File: config.mk
export PLATFORM = sky130hd
export DESIGN_NAME = led_frame_sched_flat
export DESIGN_NICKNAME = d
export VERILOG_FILES = /design/src/rtl/led_pkg.sv /design/src/rtl/led_frame_sched_if.sv /design/src/rtl/led_req_arb.sv /design/src/rtl/led_frame_sched.sv /design/src/flat_wrapper.sv
export SDC_FILE = /design/constraint.sdc
export NUM_CORES = 2
export LEC_CHECK = 0
export CAP_MARGIN = 10
export CORE_MARGIN = 2
export CORE_UTILIZATION = 40
export CTS_CLUSTER_SIZE = 8
export DETAILED_ROUTE_END_ITERATION = 12
export DONT_BUFFER_PORTS = 1
export SYNTH_ARGS = -nofsm -noshare
export SYNTH_HDL_FRONTEND = slang
export SYNTH_SLANG_ARGS = --single-unit
File: constraint.sdc
create_clock -name CLK -period 5.15 [get_ports CLK]
set_clock_uncertainty 0.2 [all_clocks]
set_input_delay 0.2575 -clock CLK [delete_from_list [all_inputs] [get_ports CLK]]
set_output_delay 0.2575 -clock CLK [all_outputs]
set_load 0.01 [all_outputs]
File: src/rtl/led_pkg.sv
// Shared types and constants for the LED frame scheduler.
package led_pkg;

  localparam int unsigned ROWS = 16;
  localparam int unsigned NREQ = 2;

  typedef logic [15:0]       row_t;
  typedef row_t [ROWS-1:0]   frame_t;

  typedef enum logic [1:0] {
    StIdle,
    StGrant,
    StCommitWait
  } state_t;

endpackage

File: src/rtl/led_frame_sched_if.sv
// Row-write bus between frame producers (master) and the frame scheduler (slave).
interface led_frame_sched_if;
  import led_pkg::*;

  logic [NREQ-1:0]       req;
  logic [NREQ-1:0]       gnt;
  logic [NREQ-1:0]       wr_valid;
  logic [NREQ-1:0]       wr_ready;
  logic [NREQ-1:0][3:0]  wr_row;
  row_t [NREQ-1:0]       wr_red;
  row_t [NREQ-1:0]       wr_grn;
  logic [NREQ-1:0]       wr_last;

  modport master (
    output req, wr_valid, wr_row, wr_red, wr_grn, wr_last,
    input  gnt, wr_ready
  );

  modport slave (
    input  req, wr_valid, wr_row, wr_red, wr_grn, wr_last,
    output gnt, wr_ready
  );

endinterface

File: src/rtl/led_req_arb.sv
// Two-requester arbiter: fixed priority (requester 0 wins) by default,
// round-robin with a registered pointer when LED_FRAME_SCHED_RR_EN is defined.
module led_req_arb
  import led_pkg::*;
(
`ifdef LED_FRAME_SCHED_RR_EN
  input  logic            CLK,
  input  logic            RST,
  input  logic            advance,
`endif
  input  logic [NREQ-1:0] req,
  output logic [NREQ-1:0] gnt
);

`ifdef LED_FRAME_SCHED_RR_EN
  // ptr_q names the requester that currently holds priority.
  logic ptr_q;

  always_ff @(posedge CLK) begin
    if (RST) begin
      ptr_q <= 1'b0;
    end else if (advance && (|gnt)) begin
      ptr_q <= gnt[0];
    end
  end

  always_comb begin
    gnt = '0;
    if (req[ptr_q]) begin
      gnt[ptr_q] = 1'b1;
    end else if (req[~ptr_q]) begin
      gnt[~ptr_q] = 1'b1;
    end
  end
`else
  always_comb begin
    gnt    = '0;
    gnt[0] = req[0];
    gnt[1] = req[1] & ~req[0];
  end
`endif

endmodule

File: src/rtl/led_frame_sched.sv
// Scan-tick divider, shadow row counter and double-buffered bicolour frame with
// arbitrated row writes. Define LED_FRAME_SCHED_RR_EN for round-robin arbitration.
module led_frame_sched
  import led_pkg::*;
#(
  parameter int unsigned FREQDIV = 8,
  parameter int unsigned PERW    = 10
) (
  input  logic              CLK,
  input  logic              RST,
  input  logic [PERW-1:0]   period,
  led_frame_sched_if.slave  bus,
  output logic              EnableCount,
  output frame_t            RedPixels,
  output frame_t            GrnPixels,
  output logic              frame_start,
  output logic              swap_pending
);

  localparam int unsigned ScW = FREQDIV + 4;

  logic [PERW-1:0] div_q;
  logic [PERW-1:0] per_q;
  logic            en_q;
  logic [ScW-1:0]  sc_q;
  logic            fs_q;
  logic            boundary;

  state_t          state_q, state_d;
  logic [NREQ-1:0] gnt_q, gnt_d;
  logic [NREQ-1:0] arb_gnt;
  logic [NREQ-1:0] accept;
  logic            swap_q, swap_d;
  logic            wr_en;
  logic            load_front;
  logic            own;
  frame_t          back_red_q, back_grn_q;
  frame_t          front_red_q, front_grn_q;

  // The interval length is latched at each reload so a period change never
  // truncates or stretches the interval already in progress.
  always_ff @(posedge CLK) begin
    if (RST) begin
      div_q <= '0;
      per_q <= period;
      en_q  <= 1'b0;
      sc_q  <= '0;
      fs_q  <= 1'b0;
    end else begin
      if (div_q == per_q) begin
        div_q <= '0;
        per_q <= period;
        en_q  <= 1'b1;
      end else begin
        div_q <= div_q + PERW'(1);
        en_q  <= 1'b0;
      end
      if (en_q) begin
        sc_q <= sc_q + ScW'(1);
      end
      fs_q <= boundary;
    end
  end

  assign boundary = en_q & (&sc_q);

  led_req_arb u_arb (
`ifdef LED_FRAME_SCHED_RR_EN
    .CLK     (CLK),
    .RST     (RST),
    .advance ((state_q == StIdle) && (|bus.req)),
`endif
    .req     (bus.req),
    .gnt     (arb_gnt)
  );

  assign bus.gnt      = gnt_q;
  assign bus.wr_ready = (state_q == StGrant) ? gnt_q : '0;
  assign accept       = bus.wr_valid & bus.wr_ready;
  assign own          = gnt_q[1];

  always_comb begin
    state_d    = state_q;
    gnt_d      = gnt_q;
    swap_d     = swap_q;
    wr_en      = 1'b0;
    load_front = 1'b0;
    unique case (state_q)
      StIdle: begin
        if (|bus.req) begin
          gnt_d   = arb_gnt;
          state_d = StGrant;
        end
      end
      StGrant: begin
        wr_en = |accept;
        if (|(accept & bus.wr_last)) begin
          gnt_d   = '0;
          swap_d  = 1'b1;
          state_d = StCommitWait;
        end else if (!(|(bus.req & gnt_q))) begin
          gnt_d   = '0;
          state_d = StIdle;
        end
      end
      StCommitWait: begin
        // The commit edge itself is still StGrant, so only a later boundary swaps.
        if (boundary) begin
          load_front = 1'b1;
          swap_d     = 1'b0;
          state_d    = StIdle;
        end
      end
      default: begin
        gnt_d   = '0;
        state_d = StIdle;
      end
    endcase
  end

  always_ff @(posedge CLK) begin
    if (RST) begin
      state_q <= StIdle;
      gnt_q   <= '0;
      swap_q  <= 1'b0;
    end else begin
      state_q <= state_d;
      gnt_q   <= gnt_d;
      swap_q  <= swap_d;
    end
  end

  always_ff @(posedge CLK) begin
    if (RST) begin
      back_red_q  <= '0;
      back_grn_q  <= '0;
      front_red_q <= '0;
      front_grn_q <= '0;
    end else begin
      if (wr_en) begin
        back_red_q[bus.wr_row[own]] <= bus.wr_red[own];
        back_grn_q[bus.wr_row[own]] <= bus.wr_grn[own];
      end
      if (load_front) begin
        front_red_q <= back_red_q;
        front_grn_q <= back_grn_q;
      end
    end
  end

  assign EnableCount  = en_q;
  assign frame_start  = fs_q;
  assign swap_pending = swap_q;
  assign RedPixels    = front_red_q;
  assign GrnPixels    = front_grn_q;

endmodule

File: src/flat_wrapper.sv
// flat-port wrapper written by rule: the top's interface ports become plain ports
module led_frame_sched_flat import led_pkg::*;
#(
  parameter int unsigned FREQDIV = 8,
  parameter int unsigned PERW    = 10
)
  (CLK, RST, period, EnableCount, RedPixels, GrnPixels, frame_start, swap_pending, bus_req, bus_wr_valid, bus_wr_row, bus_wr_red, bus_wr_grn, bus_wr_last, bus_gnt, bus_wr_ready);
  led_frame_sched_if bus_i ();
  input  logic CLK;
  input  logic RST;
  input  logic [PERW-1:0] period;
  output logic EnableCount;
  output frame_t RedPixels;
  output frame_t GrnPixels;
  output logic frame_start;
  output logic swap_pending;
  input wire logic [$bits(bus_i.req)-1:0] bus_req;
  input wire logic [$bits(bus_i.wr_valid)-1:0] bus_wr_valid;
  input wire logic [$bits(bus_i.wr_row)-1:0] bus_wr_row;
  input wire logic [$bits(bus_i.wr_red)-1:0] bus_wr_red;
  input wire logic [$bits(bus_i.wr_grn)-1:0] bus_wr_grn;
  input wire logic [$bits(bus_i.wr_last)-1:0] bus_wr_last;
  output wire logic [$bits(bus_i.gnt)-1:0] bus_gnt;
  output wire logic [$bits(bus_i.wr_ready)-1:0] bus_wr_ready;
  assign bus_i.req = bus_req;
  assign bus_i.wr_valid = bus_wr_valid;
  assign bus_i.wr_row = bus_wr_row;
  assign bus_i.wr_red = bus_wr_red;
  assign bus_i.wr_grn = bus_wr_grn;
  assign bus_i.wr_last = bus_wr_last;
  assign bus_gnt = bus_i.gnt;
  assign bus_wr_ready = bus_i.wr_ready;
  led_frame_sched #(.FREQDIV(FREQDIV), .PERW(PERW)) u_core (.CLK(CLK), .RST(RST), .period(period), .bus(bus_i), .EnableCount(EnableCount), .RedPixels(RedPixels), .GrnPixels(GrnPixels), .frame_start(frame_start), .swap_pending(swap_pending));
endmodule
Word-level counts from Yosys, hierarchy flattened:

Cells that the tools add are included.

* bits in registers: 1063
* word-level logic and storage cells: 132

* equality and inequality tests: 7
* reduce and logical (&&, ||, !) cells: 13
* muxes and demuxes: 28
* magnitude comparators: 3
* bitwise operators: 7
* add/subtract/negate cells: 2

Operator list (number)
* $bwmux W256: 2
* $mux W16: 5
* $demux W16 S4: 1
* $mux W10: 2
* $mux W2: 7
* $add A12 B1 Y12 const B: 1
* $pmux W2 S3: 2
* $reduce_and A12 Y1: 1
* $add A10 B1 Y10 const B: 1
* $eq A10 B10 Y1: 1
* $reduce_or A2 Y1: 5
* $reduce_and A3 Y1: 3
* $mux W4: 2
* $and A2 B2 Y2: 3
* $mux W1: 6
* $lt A4 B5 Y1 const B: 1
* $ge A4 B1 Y1 const B: 1
* $ne A2 B1 Y1 const B: 2
* $reduce_bool A2 Y1: 2
* $ne A3 B3 Y1 const B: 1
* $and A1 B1 Y1: 2
* $eq A2 B1 Y1 const B: 1
* $eq A2 B2 Y1 const B: 1
* $logic_not A2 Y1: 1
* 5 further kinds: 6

Logic depth before layout (Yosys ltp):

* depth in word-level cells: 7
* gate-level depth with buffers: 8

By module:

A second synthesis with hierarchy kept.

* cell total of the unflattened synthesis: 4210
* area total of the unflattened synthesis: 39346.5 um^2

Modules (own cells, without submodules)
* led_frame_sched: times used 1, area an instance 39325.2 um^2, cells an instance 4208
* led_req_arb: times used 1, area an instance 21.3 um^2, cells an instance 2

Worst setup path after synthesis:

No wires, ideal clock.

* path kind: flip-flop to flip-flop
* start: reg u_core.div_q[2]
* end: reg u_core.per_q[0], enable pin
* slack: 3040 ps
* path buffers: 2
* stages on the path, launching flop included: 6
* required time: 4572 ps
* library setup time: 378 ps
* arrival: 1531 ps
* cell sequence: dfxtp_1 > clkbuf_1 > xnor2_1 > nand4_1 > o31ai_1 > clkbuf_1

* cells in the longest elaborated chain, start to end: 2

Ends and longest elaborated chain
* from (decl): RTL line led_frame_sched.sv:22 `logic [PERW-1:0] div_q;`
* from (signal assigned): RTL line led_frame_sched.sv:55 `div_q <= div_q + PERW'(1);`
* $eq A10 B10 Y1: RTL line led_frame_sched.sv:50 `if (div_q == per_q) begin`
* $reduce_bool A2 Y1 (no line)
* to (signal assigned): RTL line led_frame_sched.sv:45 `per_q <= period;`
* to (signal assigned): RTL line led_frame_sched.sv:52 `per_q <= period;`
* to (decl): RTL line led_frame_sched.sv:23 `logic [PERW-1:0] per_q;`

Every way passes these cells.
A chain may end at the register's enable or synchronous reset.

Worst setup path after layout:

* start: reg u_core.gnt_q[1] (netlist: u_core.bus.gnt[1])
* end: reg u_core.back_red_q[46] (netlist name)

* cells in the longest elaborated chain, start to end: 7
* elaborated cells on any way between the ends: 14

Ends and longest elaborated chain
* from (decl): RTL line led_frame_sched.sv:30 `logic [NREQ-1:0] gnt_q, gnt_d;`
* from (signal assigned): RTL line led_frame_sched.sv:128 `gnt_q <= gnt_d;`
* $mux W4 (implied by the code) (2 in series): RTL line led_frame_sched.sv:141 `back_red_q[bus.wr_row[own]] <= bus.wr_red[own];`
* $lt A4 B5 Y1 (implied by the code) or $ge A4 B1 Y1 (tied branches): RTL line led_frame_sched.sv:141
* $logic_and A1 B1 Y1 (implied by the code): RTL line led_frame_sched.sv:141
* $mux W16 (implied by the code): RTL line led_frame_sched.sv:141
* $demux W16 S4
* $bwmux W256: RTL line led_frame_sched.sv:141
* to (signal, indexed assignment): RTL line led_frame_sched.sv:141
* to (decl): RTL line led_frame_sched.sv:37 `frame_t back_red_q, back_grn_q;`

Several ways; a longest one is shown, not always the timed one. The select of a mux whose other input is x is not followed.

==> reports/results.ini <==
[timing]
fmax_ghz=0.252
rsz0062_at_grt=no
slew_headroom_pct=11.8
timing.final.crit_share_pct=77.2
setup_viol=0
fin_crit_ns=3.98
tns_ns=0
hold_viol=0
finalMaxSlewViolations=0
tightest_slew_ns=1.32
setup_ws_ns=1.17

[route]
drc=0
vias=30100
post_drt_via_cell_ratio=5.13
first_pass_iters=7
wire_per_inst_um=21.3
ant_nets=0
drtIter0Drc=2337
finalWirelength_mm=125

[clock_tree]
clk_latency_ns=0.75
h-tree-depth=4
cts_resized=0
cts_max_path_buffers=3
cts-buffers-inserted=151
clock-sinks=1063
root_buffer=clkbuf_16
cts_tree=yes
path_clk_slew_ns=0.05
post_cts_buffers=0

[setup_path]
r2r_slack_ns=1.17
required_ns=5.59
worstSetupStartpointType=flip-flop
slowest_delay_ns=1.04
path_cells=a22oi_1, a211oi_2, dlygate4sd3_1, nor2b_4, buf_4, mux2i_1
worstSetupEndpointType=flip-flop
r2r-end=u_core.back_red_q[46]
crit_start=u_core.bus.gnt[1]
path_class=flip-flop to flip-flop
slowest_stage=dfxtp_2
r2r-start=u_core.bus.gnt[1]
arrival_ns=4.42
cp_max_fo=47
ff2ff_path_depth=6

[layout]
multiInputGateArea_um2=15000
drive_gt1_share_pct=6.50
seqCellArea_um2=21400
fin_nets=4689
design_area_um2=48100
syn_to_final_growth_pct=26.7
fill_cells=8497

[synth]
syn_inst=4185
muxShareOfSynthArea_pct=14.5
synth_top_family_by_area=simple AND/OR/NAND/NOR gates
ys_ff_latch=1063
synthXorXnorAreaFrac_pct=0.646
synth_edf_count=10
synth-compound-area-share_pct=7.23
synth-simple-area-share_pct=17.0
synthFlopType=dfxtp_1
synth_area_per_cell_um2=9.07
syn_area_um2=38000
async_flop_share_pct=0
yosys_warnings=0
ys_types=43
seq_area_frac_synth_pct=56.3
syn_nets=4277
synthAdderAreaFrac_pct=0.0659

[placed_design]
place_area_um2=38700
hpwlAfterDp_mm=69.6
place_congestion=0.773
port_buffers=0
dp_slack_ns=1.67

[floorplanning]
rows=112
die_h_um=312
die_x_um=312
design.portCount=609
dieArea_um2=97400
initial_core_util_pct=40.5
fp.coreArea_um2=93700

[global_route]
grt_pass1_vias=30000
overflow=0
grt_pass1_wl_mm=187
grt_max_degree=274
gr-usage-all-layers_pct=25.1
antenna_found_initial=5

[power_and_ir_drop]
p_int_uw=13700
p_seq_share_pct=46.6
p_clk_share_pct=50.2
sw_frac_of_total_pct=22.8
power_density_nw_per_um2=370
combPwrFrac_pct=3.2
leakage_uw=0.0198
ir_drop_v=0.000358
power.total_uw=17800
switching_power_uw=4060

[hold_path]
holdPathEnd=u_core.GrnPixels[212]
hp-class=input port to flip-flop
hold_depth=2
hp-start=RST

[run]
max_cap_violations=0

[outcome]
status=finished, final reports clean

cell usage in the layout (no fill, tap or decap), drive strengths merged, types with 2 or more instances in the layout:
cell and n:
xor2 9, o21a 2, nand2 1590, nand3b 4
dfxtp 1053, a211oi 4, nor2 30, nand4 10
edfxtp 10, clkbuf 160, a21oi 518, buf 74
a22o 2, and3 5, and2 3, xnor2 19
nand2b 3, or3 2, diode 2, mux2i 513
nor3 6, a32o 2, nor2b 6, nor3b 2
mux2 32, clkinv 7, or3b 2, inv 12
ha 2, nand3 11, and4 4, dlygate4sd3 513
kinds of logic (layout without fill, tap and decap cells):
| logic type | count (synthesis) | count (layout) |
|---|---|---|
| AO/OA/AOI/OAI | 534 | 534 |
| XOR/XNOR | 28 | 28 |
| adder cells (fa/ha/maj) | 2 | 2 |
| buffers and inverters | 333 | 766 |
| flip-flops | 1063 | 1063 |
| multiplexers | 545 | 545 |
| other | 0 | 2 |
| AND/OR/NAND/NOR | 1680 | 1680 |
per-layer routing:
layer / vias to the layer above / GRT usage, % / wire [um]
met1: 14600 / 30.5 / 51300
met2: 917 / 41.4 / 59500
li1: 14400 / - / -
met5: - / 0 / 0
met3: 225 / 7.54 / 9810
met4: 0 / 10.4 / 4520
through the flow:
stage	instances	hold slack [ns]	utilization, %
floorplan	4185	0.156	-
global placement	5179	0.156	41.2
detailed placement	5179	0.156	41.2
CTS	5872	0.0142	51.3
global route	5872	0.0585	51.3
finish	5874	0.0470	51.3
Yosys cell counts, drive strengths merged, types with 3 or more instances:
master	number	area, um2
nand3	11	55.1
inv	5	18.8
mux2	32	360
mux2i	513	5130
clkbuf	183	687
and4	4	35.0
a21oi	518	2590
nand2b	3	18.8
buf	145	897
xnor2	19	166
nor3	6	30.0
edfxtp	10	300
a211oi	4	45.1
and3	5	31.3
nand2	1590	5970
xor2	9	78.8
dfxtp	1053	21100
nand4	10	62.6
nor2	30	115
nand3b	4	30.0
nor2b	6	37.5
and2	3	18.8
worst max-delay path by stage:
stage	slack, ns	to	depth (start not counted)
global route	0.98	u_core.back_red_q[46]	6
detailed placement	1.67	u_core.back_red_q[63]	5
floorplan	3.04	u_core.per_q[0]	5
CTS	1.23	u_core.back_red_q[38]	6
global placement	1.77	u_core.back_red_q[213]	5
finish	1.17	u_core.back_red_q[46]	6
area by class of cell:
| cell class | instances | share of cell area (%) |
|---|---|---|
| Multi-Input combinational cell | 2789 | 31.3 |
| Tap cell | 1254 | 3.26 |
| Clock buffer | 160 | 8.03 |
| Sequential cell | 1063 | 44.4 |
| Antenna cell | 2 | 0.0104 |
| Clock inverter | 14 | 0.624 |
| Inverter | 5 | 0.0546 |
| Timing Repair Buffer | 587 | 12.3 |
power groups by stage:
| stage | Combinational [uW] | Sequential, uW | Clock, uW |
|---|---|---|---|
| detailed placement | 421 | 8460 | 0 |
| global route | 596 | 8290 | 9430 |
| finish | 571 | 8300 | 8930 |
| global placement | 422 | 8460 | 0 |
| CTS | 572 | 8300 | 9070 |
| floorplan | 282 | 8450 | 0 |
what timing repair did:
action | 4_1_cts | 5_1_grt
hold buffers | 519 | 0
endpoints found under the hold margin | 892 | 0
setup endpoints to repair | 0 | 0
state kept, by name, summed over array words and instances, names as in the netlist, 2 cells and up:
register / count
u_core.sc_q: 12
u_core.per_q: 10
u_core.state_q: 2
u_core.RedPixels: 256
u_core.GrnPixels: 256
u_core.bus.gnt: 2
u_core.div_q: 10
u_core.back_red_q: 256
u_core.back_grn_q: 256
worst max-delay path, delay by kind of cell, from the launching register on:
kind	cells	cell delay, ns
buffers and inverters	2	1.06
DFF	1	1.04
AOI/OAI and AO/OA	2	0.71
and+or+nand+nor	1	0.61
muxes	1	0.22
Power figures use the tool's default switching activity.
